### src/rtl/clock_chain_ctrl.sv
// Mode controller and enable scheduler for the BCD timekeeping counter chain.
// Generates the 1 Hz tick, routes tick/carry or user advance pulses, auto-repeat and set timeout.
module clock_chain_ctrl #(
  parameter int unsigned TICK_DIV = 50_000_000,
  parameter int unsigned HOLD_CYC = 25_000_000,
  parameter int unsigned RPT_CYC  = 10_000_000,
  parameter int unsigned TIMEOUT  = 10
) (
  input  logic       clk,
  input  logic       rst_n,
  input  logic       mode_btn,
  input  logic       adv_btn,
  input  logic       sec_inc_nxt,
  input  logic       min_inc_nxt,
  output logic       sec_en,
  output logic       min_en,
  output logic       hr_en,
  output logic       sec_clr,
  output logic [1:0] mode,
  output logic       blink
);

  localparam int unsigned PreW  = (TICK_DIV > 1) ? $clog2(TICK_DIV) : 1;
  localparam int unsigned HoldW = $clog2(HOLD_CYC + 1);
  localparam int unsigned RptW  = $clog2(RPT_CYC + 1);
  localparam int unsigned IdleW = $clog2(TIMEOUT + 1);

  typedef enum logic [1:0] {
    StRun    = 2'b00,
    StSetMin = 2'b01,
    StSetHr  = 2'b10
  } state_e;

  state_e            state_q, state_d;
  logic              blink_q, blink_d;
  logic [IdleW-1:0]  idle_q, idle_d;
  logic [PreW-1:0]   pre_q, pre_d;
  logic              mode_q, adv_q;
  logic [HoldW-1:0]  hold_q, hold_d;
  logic [RptW-1:0]   rpt_q, rpt_d;
  logic              rpt_act_q, rpt_act_d;

  logic tick, mode_rise, adv_rise, in_set;
  logic hold_hit, rpt_hit, adv_pulse;

  always_comb begin
    tick      = (pre_q == PreW'(TICK_DIV - 1));
    pre_d     = tick ? '0 : pre_q + PreW'(1);
    mode_rise = mode_btn & ~mode_q;
    adv_rise  = adv_btn & ~adv_q;
    in_set    = (state_q == StSetMin) || (state_q == StSetHr);
    hold_hit  = adv_btn & ~adv_rise & ~rpt_act_q & (hold_q == HoldW'(HOLD_CYC));
    rpt_hit   = adv_btn & ~adv_rise & rpt_act_q & (rpt_q == RptW'(RPT_CYC));
    // Mode press takes priority over an advance in the same cycle.
    adv_pulse = in_set & ~mode_rise & (adv_rise | hold_hit | rpt_hit);
  end

  // Hold counter runs up to HOLD_CYC, then the repeat counter takes over.
  always_comb begin
    hold_d    = hold_q;
    rpt_d     = rpt_q;
    rpt_act_d = rpt_act_q;
    if (!adv_btn) begin
      hold_d    = '0;
      rpt_d     = '0;
      rpt_act_d = 1'b0;
    end else if (adv_rise) begin
      hold_d    = HoldW'(1);
      rpt_d     = '0;
      rpt_act_d = 1'b0;
    end else if (!rpt_act_q) begin
      if (hold_q == HoldW'(HOLD_CYC)) begin
        rpt_act_d = 1'b1;
        rpt_d     = RptW'(1);
      end else begin
        hold_d = hold_q + HoldW'(1);
      end
    end else begin
      rpt_d = (rpt_q == RptW'(RPT_CYC)) ? RptW'(1) : rpt_q + RptW'(1);
    end
  end

  always_comb begin
    state_d = state_q;
    idle_d  = idle_q;
    if (mode_rise) begin
      idle_d = '0;
      unique case (state_q)
        StSetMin: state_d = StSetHr;
        StSetHr:  state_d = StRun;
        default:  state_d = StSetMin;
      endcase
    end else if (in_set) begin
      if (adv_btn) begin
        idle_d = '0;
      end else if (tick) begin
        if (idle_q == IdleW'(TIMEOUT - 1)) begin
          state_d = StRun;
          idle_d  = '0;
        end else begin
          idle_d = idle_q + IdleW'(1);
        end
      end
    end else begin
      idle_d = '0;
    end

    if (state_d == StRun) begin
      blink_d = 1'b0;
    end else if (!in_set) begin
      blink_d = 1'b1;
    end else begin
      blink_d = tick ? ~blink_q : blink_q;
    end
  end

  always_ff @(posedge clk or negedge rst_n) begin
    if (!rst_n) begin
      state_q   <= StRun;
      blink_q   <= 1'b0;
      idle_q    <= '0;
      pre_q     <= '0;
      mode_q    <= 1'b0;
      adv_q     <= 1'b0;
      hold_q    <= '0;
      rpt_q     <= '0;
      rpt_act_q <= 1'b0;
    end else begin
      state_q   <= state_d;
      blink_q   <= blink_d;
      idle_q    <= idle_d;
      pre_q     <= pre_d;
      mode_q    <= mode_btn;
      adv_q     <= adv_btn;
      hold_q    <= hold_d;
      rpt_q     <= rpt_d;
      rpt_act_q <= rpt_act_d;
    end
  end

  // Encoding 11 is unreachable but decodes as RUN.
  always_comb begin
    mode  = state_q;
    blink = blink_q;
    unique case (state_q)
      StSetMin: begin
        sec_en  = 1'b0;
        min_en  = adv_pulse;
        hr_en   = 1'b0;
        sec_clr = 1'b1;
      end
      StSetHr: begin
        sec_en  = 1'b0;
        min_en  = 1'b0;
        hr_en   = adv_pulse;
        sec_clr = 1'b1;
      end
      default: begin
        sec_en  = tick;
        min_en  = sec_inc_nxt;
        hr_en   = min_inc_nxt;
        sec_clr = 1'b0;
      end
    endcase
  end

endmodule

### config.mk
export PLATFORM = sky130hd
export DESIGN_NAME = clock_chain_ctrl
export DESIGN_NICKNAME = d
export VERILOG_FILES = /design/src/rtl/clock_chain_ctrl.sv
export SDC_FILE = /design/constraint.sdc
export NUM_CORES = 1
export LEC_CHECK = 0
export BUFFER_PORTS_ARGS = -buffer_cell sky130_fd_sc_hd__buf_2
export CAP_MARGIN = 25
export CORE_MARGIN = 10
export CORE_UTILIZATION = 55
export CTS_CLUSTER_SIZE = 16
export DETAILED_ROUTE_END_ITERATION = 8
export MAX_ROUTING_LAYER = met4
export PLACE_DENSITY = 0.82
export SYNTH_ARGS = -nofsm -noshare
export SYNTH_HDL_FRONTEND = slang
export SYNTH_SLANG_ARGS = --single-unit
### constraint.sdc
create_clock -name clk -period 6.7 [get_ports clk]
set_clock_uncertainty 0.05 [all_clocks]
set_input_delay 0.335 -clock clk [delete_from_list [all_inputs] [get_ports clk]]
set_output_delay 0.335 -clock clk [all_outputs]
set_load 0.05 [all_outputs]
# Yosys cells after proc, flatten, opt, wreduce, memory -nomap -nowiden
# Index checks and enable logic that the tools add are counted.
[word_totals] register_bits=85 wordCells=77
[classes] addsub=4 n_eq_ne=11 mux=32 n_bitwise=17 n_reduce_logical=4
[ops] operator="$mux 24" count=5
[ops] operator="$mux 25" count=4
[ops] operator="$add 26x1->26 const B" count=1
[ops] operator="$eq 26x26->1 const B" count=1
[ops] operator="$mux 26" count=1
[ops] operator="$add 25x1->25 const B" count=1
[ops] operator="$eq 25x25->1 const B" count=1
[ops] operator="$add 24x1->24 const B" count=1
[ops] operator="$eq 24x24->1 const B" count=1
[ops] operator="$mux 4" count=5
[ops] operator="$mux 2" count=5
[ops] operator="$and 1x1->1" count=9
[ops] operator="$mux 1" count=9
[ops] operator="$ne 3x2->1 const B" count=2
[ops] operator="$not 1->1" count=6
[ops] operator="$add 4x1->4 const B" count=1
[ops] operator="$eq 4x4->1 const B" count=1
[ops] operator="$ne 4x1->1 const B" count=1
[ops] operator="$ne 4x4->1 const B" count=1
[ops] operator="$pmux 1 s2" count=2
[ops] operator="$pmux 2 s2" count=1
[ops] operator="$ne 3x3->1 const B" count=1
[ops] operator="$eq 2x1->1 const B" count=1
[ops] operator="$eq 2x2->1 const B" count=1
[ops] operator="other kinds (5)" count=6

# Longest topological paths before layout
# Gate-level depths: netlist of the first run.
[logic_depth] word_depth=10 depth_mapped=9 mapped_depth_nobuf=7

# Least setup slack after synthesis of the first run
# Ideal clock, no wire load.
[synth_path] path_kind="register -> output" start="reg state_q[0] (netlist: mode[0])" end="out sec_en" arrival_time_ns=2.940 required_ns=6.315 setup_slack_ns=3.375 path_stages_with_launch=5 cell_sequence="dfrtp_1 inv_1 ha_1 inv_1 nor4_1"
[synth_via] elab_chain_len=3 elab_cells_between_ends=4 classes_between="eq/ne: 2; mux: 1; reduce/logical: 1"
[synth_lines] item="start, declared" line="34" text="state_e state_q, state_d;"
[synth_lines] item="start signal, assigned" line="119" text="state_q <= StRun;"
[synth_lines] item="start signal, assigned" line="129" text="state_q <= state_d;"
[synth_lines] item="$eq 2x1->1 or $eq 2x2->1 (tied branches)" line="145" text="unique case (state_q)"
[synth_lines] item="$reduce_or 2->1 (no source line) *"
[synth_lines] item="$mux 1 *" line="145"
[synth_lines] item="end, declared" line="15" text="output logic sec_en,"
# Mark *: on every way between the ends. The rest lies on a longest branch, timed or not.

# Worst setup path after layout of the first run
[layout_path] start="reg rpt_q[4]" end="out hr_en"
[layout_via] elab_chain_len=5
[layout_lines] item="start, declared" line="40" text="logic [RptW-1:0] rpt_q, rpt_d;"
[layout_lines] item="start signal, assigned" line="136" text="rpt_q <= rpt_d;"
[layout_lines] item="$eq 24x24->1" line="53" text="rpt_hit = adv_btn & ~adv_rise & rpt_act_q & (rpt_q == RptW'(RPT_CYC));"
[layout_lines] item="$and 1x1->1" line="53"
[layout_lines] item="$or 1x1->1" line="55" text="adv_pulse = in_set & ~mode_rise & (adv_rise | hold_hit | rpt_hit);"
[layout_lines] item="$and 1x1->1" line="55"
[layout_lines] item="$pmux 1 s2" line="145"
[layout_lines] item="end, declared" line="17" text="output logic hr_en,"
# No other way between the ends.

==> results.ini, run 1 <==
[global_route]
track_usage_pct = 16.8
grt_antenna_before_repair = 0
grt_pass1_wl_um = 17400
grt_pass1_vias = 3785
grt_max_degree = 61
overflow = 0

[die]
die_y_um = 111
rows = 33
initial_utilization_pct = 55.8
core_sq_um = 8130
die_area_sq_um = 12300
ios = 13
die_w_um = 111

[worst_setup_path]
worstSetupPathType = flip-flop to primary output
critPathMaxFanout = 5
worstPathArrival_ns = 2.60
worstSetupEndpointType = primary output
cp-start-kind = flip-flop
cp_data_required_time_ns = 6.31

[clock_network]
cts_sinks = 85
cts_tree = built
clock_path_buffers = 2
clk_pin_slew_worst_paths_ns = 0.09
ctsResizeCount = 0
insertion_delay_ns = 0.37
post_cts.repair.setup_buffers = 0
ctsHoldBuffers = 1
cts-htree-levels = 3
cts_root_buf = clkbuf_8
numCtsBuffers = 9

[yosys]
syn_area_sq_um = 4540
synthDistinctLibCells = 49
synth_cells = 490
syn-num-nets = 505
ys.flop_type = dfrtp_1
yosysWarnings = 0
synthArstFlopShare_pct = 100
ys_seq_area_share_pct = 46.8
synth_seq_cells = 85
synth-edff-count = 0
avgSynthCellArea_sq_um = 9.27

[final_layout]
mostFrequentLayoutCells = dfrtp_1 (85), nor2_1 (53), nand2_1 (48), nand3_1 (41), xnor2_1 (28)
final_common_cell = dfrtp_1
nNetsFinal = 520
diodes = 0
layout-drive-gt1-share_pct = 7.65
fillers = 669
fin_cells = 615
syn_to_final_growth_pct = 9.09

[placed_design]
hpwl_um = 6740
dp.cells = 598
gp_congestion = 0.891
numPortBuffers = 12

[pwr]
power_frac_comb_pct = 16.6
swShare_pct = 31.9
worst_ir_drop_vdd_mv = 0.122
clockPowerShare_pct = 34.5
p_per_area_nw_per_um2 = 221
internal_power_mw = 0.745
p_switching_mw = 0.348
p_seq_share_pct = 48.9
p_leak_nw = 2.07

[routing]
dr.pass1.iters = 4
routedWlPerCell_um = 15.8
wl_um = 9720
dr.first_iter.drc_count = 219
drc_errors = 0
ant_nets = 0
vias = 3715
viasPerCell = 6.04

[sta]
rsz0062_at_grt = no
worstMarginPinSlew_ns = 0.856
slew_violations = 0
finalSetupViolCount = 0
hold_ws_ns = 0.0483
relSlewSlack_pct = 42.8
fin_setup_tns_ns = 0
fin_crit_sh_pct = 44.6
period_needed_ns = 2.99
hold_violations = 0
timing.fmax_mhz = 335

[min_path]
holdCritPathClass = input port to flip-flop

[run_status]
status = complete, no violations

[flow_run]
max-cap-violations = 0

[synth_stat cells, types with 3 or more instances]
cell / n / share of area, %
nor2_1: 53 / 4.4
or4_1: 4 / 0.66
nand3_1: 41 / 4.5
xor2_1: 15 / 2.9
and3_1: 13 / 1.8
clkbuf_1: 11 / 0.91
nor4b_1: 5 / 0.96
a21o_1: 6 / 0.99
ha_1: 9 / 2.5
inv_1: 16 / 1.3
o22ai_1: 3 / 0.41
nor2b_1: 3 / 0.41
nand2_1: 48 / 4.0
a22o_1: 4 / 0.77
a41oi_1: 3 / 0.58
mux2i_1: 3 / 0.66
xnor2_1: 28 / 5.4
nand2b_1: 6 / 0.83
a211oi_1: 5 / 0.83
a31oi_1: 16 / 2.2
o21ai_0: 8 / 0.88
or3_1: 6 / 0.83
nor4_1: 13 / 1.8
dfrtp_1: 85 / 47
nor3_1: 10 / 1.1
and2_1: 6 / 0.83
a21oi_1: 16 / 1.8
nand4_1: 21 / 2.9
and4_1: 7 / 1.4
[worst paths after layout]
| kind | start | to | slack (ns) | depth (start not counted) |
|---|---|---|---|---|
| setup / recovery | rpt_q[4]$_DFFE_PN0P_ | hr_en | 3.71 | 6 |
| hold / removal | mode_btn | mode_q$_DFF_PN0_ | 0.05 | 1 |
| setup reg to reg | hold_q[0]$_DFFE_PN0P_ | rpt_q[16]$_DFFE_PN0P_ | 4.13 | 7 |
| hold reg to reg | rpt_q[20]$_DFFE_PN0P_ | rpt_q[20]$_DFFE_PN0P_ | 0.43 | 1 |
| max in group asynchronous | rst_n | pre_q[11]$_DFF_PN0_ | 5.63 | 3 |
| min in group asynchronous | rst_n | rpt_q[13]$_DFFE_PN0P_ | 0.38 | 2 |
[kinds of logic after synthesis]
| family | share of synthesized area, % |
|---|---|
| adder cells (fa/ha/maj) | 2.48 |
| flip-flops | 46.8 |
| buffers and inverters | 2.54 |
| AO/OA/AOI/OAI | 11.3 |
| AND/OR/NAND/NOR | 27.9 |
| XOR/XNOR | 8.29 |
| multiplexers | 0.661 |
[area by class of cell]
type                       instances  area (sq um)  area share, %
multi-input combinational        375          2300           46.5
sequential                        85          2130           42.9
tap                              105           131           2.65
timing repair buffer              18           128           2.58
clock buffer                       9           124           2.50
clock inverter                     7          81.3           1.64
inverter                          16          60.1           1.21
[flip-flops by register name (all words and copies together), names as in the netlist]
name,flops
mode_q,1
pre_q,26
rpt_q,24
adv_q,1
idle_q,4
mode,2
hold_q,25
blink,1
rpt_act_q,1
[through the flow]
step	utilization (%)	worst slack [ns]	instance area, sq um	power (mW)
6_report	60.9	3.71	4950	1.09
5_1_grt	60.9	3.53	4950	1.14
4_1_cts	60.9	3.70	4950	1.10
3_5_place_dp	58.3	4.10	4740	0.726
3_3_place_gp	57.9	4.15	4710	0.720
2_1_floorplan	-	3.38	4540	0.673
[layer usage]
metal | track usage (%) | vias up | share of wire (%)
li1 | - | 1814 | -
met1 | 19.9 | 1826 | 46
met2 | 27.8 | 59 | 50
met3 | 2.27 | 16 | 2.5
met4 | 7.73 | 0 | 2.1
met5 | - | - | 0
[power by group through the flow]
stage	Combinational, mW	Clock [mW]	Sequential, mW
after floorplan	0.0994	0	0.574
after global placement	0.175	0	0.544
after detailed placement	0.181	0	0.545
after CTS	0.182	0.386	0.535
after global routing	0.194	0.407	0.538
final	0.181	0.377	0.535
[worst max-delay path, cell delays in order, from the launching register on]
cell and delay, ns:
dfrtp_1 0.44, or4b_1 0.53, nor3_1 0.43, nand3_1 0.16
a31oi_1 0.26, a22o_1 0.16, buf_2 0.26
Note: power is estimated with default switching activity, not from simulation.
==> run 2: changes to the inputs <==
--- a/config.mk
+++ b/config.mk
@@ -12,7 +12,7 @@
 export CTS_CLUSTER_SIZE = 16
 export DETAILED_ROUTE_END_ITERATION = 8
 export MAX_ROUTING_LAYER = met4
-export PLACE_DENSITY = 0.82
+export PLACE_DENSITY = 0.85
 export SYNTH_ARGS = -nofsm -noshare
 export SYNTH_HDL_FRONTEND = slang
 export SYNTH_SLANG_ARGS = --single-unit
==> constraint.sdc (replaced) <==
create_clock -name clk -period 2.6 [get_ports clk]
set_clock_uncertainty 0.05 [all_clocks]
set_input_delay 0.13 -clock clk [delete_from_list [all_inputs] [get_ports clk]]
set_output_delay 0.13 -clock clk [all_outputs]
set_load 0.05 [all_outputs]
==> results.ini, run 2 (same netlist as run 1, synthesis figures left out) <==
[final_layout]
largestRegisters = pre_q (26), hold_q (25), rpt_q (24)
top_register = pre_q
layout-drive-gt1-share_pct = 11.1  ; +3.4 points
final_common_cell = dfrtp_1
largest_register_ffs = 26  ; unchanged
syn_to_final_growth_pct = 13.0
fin_cells = 628  ; +2.1%
mostFrequentLayoutCells = dfrtp_1 (85), nor2_1 (53), nand2_1 (48), nand3_1 (40), xnor2_1 (28)
nNetsFinal = 533  ; +2.5%
diodes = 0  ; unchanged

[routing]
dr.first_iter.drc_count = 261  ; +19%
drc_errors = 0  ; unchanged
top_layer = met4
ant_nets = 0  ; unchanged
wl_met1_um = 4610  ; +4.2%
dr.pass1.iters = 4  ; unchanged
viasPerCell = 6.20  ; +2.6%
routedWlPerCell_um = 16.3  ; +3.0%
vias = 3891  ; +4.7%
dr_wl_met3_um = 594  ; +150%
wl_um = 10200  ; +5.2%
wl_met2_um = 4900  ; +0.87%

[worst_setup_path]
worstSetupPathType = flip-flop to primary output
cp_data_required_time_ns = 2.42  ; -3.89 ns
crit_slowest_cell = or4b_4
worstPathArrival_ns = 2.33  ; -0.27 ns
reg2reg_to = idle_q[2]$_DFFE_PN0P_
crit_top_cell = buf_6
rr_worst_depth = 5  ; -2
cp_cell_sequence = or4b_4 -> nor3_4 -> buf_6 -> nand3_4 -> a31oi_4 -> a22o_1 -> buf_6
slowest_delay_ns = 0.56  ; +0.03 ns
path_buf_inv = 2  ; +1
cp_top_family = simple AND/OR/NAND/NOR gates
worstSetupEndpointType = primary output
reg2reg_slack_ns = 0.24  ; -3.89 ns
r2r-start = pre_q[7]$_DFF_PN0_
cp-start-kind = flip-flop
critPathMaxFanout = 4  ; -1
crit_path_start = rpt_q[4]$_DFFE_PN0P_

[clock_network]
numCtsBuffers = 9  ; unchanged
cts_tree = built
cts_sinks = 85  ; unchanged
clock_path_buffers = 2  ; unchanged
cts_root_buf = clkbuf_8
cts-htree-levels = 3  ; unchanged
clk_pin_slew_worst_paths_ns = 0.10  ; about the same
insertion_delay_ns = 0.36  ; about the same

[global_route]
overflow = 0  ; unchanged
track_usage_pct = 16.8  ; about the same
grt_antenna_before_repair = 0  ; unchanged
grt_pass1_vias = 3759  ; -0.69%
grt_max_degree = 86  ; +41%
grt_pass1_wl_um = 17500  ; +0.52%

[placed_design]
dp.cells = 605  ; +1.2%
numPortBuffers = 12  ; unchanged
hpwl_um = 6880  ; +2.1%
gp_congestion = 0.892  ; +0.12%

[die]
rows = 33  ; unchanged
ios = 13  ; unchanged
die_area_sq_um = 12300  ; unchanged
initial_utilization_pct = 55.8  ; unchanged
die_w_um = 111  ; unchanged
die_y_um = 111  ; unchanged
core_sq_um = 8130  ; unchanged

[pwr]
clockPowerShare_pct = 32.6  ; -1.9 points
p_seq_share_pct = 49.5  ; +0.6 points
swShare_pct = 32.8  ; +0.93 points
internal_power_mw = 1.88  ; +150%
p_switching_mw = 0.916  ; +160%
p_leak_nw = 2.15  ; +4.2%
worst_ir_drop_vdd_mv = 0.400  ; +230%
power_frac_comb_pct = 17.9  ; +1.3 points
p_per_area_nw_per_um2 = 544  ; +150%

[flow_run]
max-cap-violations = 0  ; unchanged

[min_path]
holdCritPathClass = input port to asynchronous set/reset pin

[sta]
fin_setup_tns_ns = 0  ; unchanged
fin_crit_sh_pct = 96.5
relSlewSlack_pct = 60.6  ; +18 points
timing.fmax_mhz = 399
period_needed_ns = 2.51
hold_violations = 0  ; unchanged
worstMarginPinSlew_ns = 0.586  ; -0.270 ns
finalSetupViolCount = 0  ; unchanged
slew_violations = 0  ; unchanged
hold_ws_ns = 0.160  ; +0.112 ns
rsz0062_at_grt = no

[run_status]
status = complete, no violations

[run 2: changes by cell type in the layout (fill, tap and decap cells not counted), sizes merged]
cell / previous run / this run
clkinvlp: 0 / 1
clkinv: 3 / 2
bufinv: 1 / 0
clkbuf: 9 / 10
buf: 17 / 28
dlygate4sd3: 1 / 3
[run 2: repair_timing]
action | 4_1_cts | 5_1_grt
setup endpoints to repair | 2 | 3
gates resized for setup | 4 | 11
hold buffers | 3 | 0
pin swaps | 1 | 4
endpoints found under the hold margin | 87 | 0
buffers inserted | 0 | 2
[run 2: power groups by stage]
stage / Clock (mW) / Combinational [mW] / Sequential [mW]
finish: 0.911 / 0.499 / 1.38
floorplan: 0 / 0.259 / 1.48
detailed placement: 0 / 0.464 / 1.41
global route: 0.995 / 0.540 / 1.39
global placement: 0 / 0.451 / 1.40
CTS: 0.924 / 0.481 / 1.38
[run 2: cell type report]
type	count	area (sq um)
multi-input combinational	375	2360
inverter	16	60.1
clock inverter	6	53.8
timing repair buffer	31	256
tap	105	131
clock buffer	10	138
sequential	85	2130
fill	621	3000
[run 2: worst reg2reg max path, cell delays in order, from the launching register on]
cell,delay [ns]
dfrtp_1,0.48
nor4b_2,0.42
and3_1,0.22
or3b_1,0.46
or4_1,0.45
a21oi_1,0.20
[run 2: layer usage]
layer | GRT usage (%) | vias to the layer above
met2 | 26.2 | 126
met3 | 4.22 | 17
met4 | 4.69 | 0
li1 | - | 1843
met5 | - | -
met1 | 21.2 | 1905
[run 2: metrics by stage]
step	util, %	instance area [sq um]	power (mW)	setup slack [ns]
detailed placement	58.8	4780	1.87	0.172
CTS	61.7	5020	2.79	0.0373
global route	63.1	5130	2.92	0.0221
global placement	58.8	4780	1.85	0.282
finish	63.1	5130	2.79	0.0913
floorplan	-	4550	1.74	0.0370
[run 2: how the worst max path moves through the flow]
stage	endpoint	slack (ns)	cells past startpoint
3_5_place_dp	hr_en	0.17	7
6_report	hr_en	0.09	7
5_1_grt	hr_en	0.02	7
3_3_place_gp	hr_en	0.28	7
4_1_cts	hr_en	0.04	7
2_1_floorplan	sec_en	0.04	4
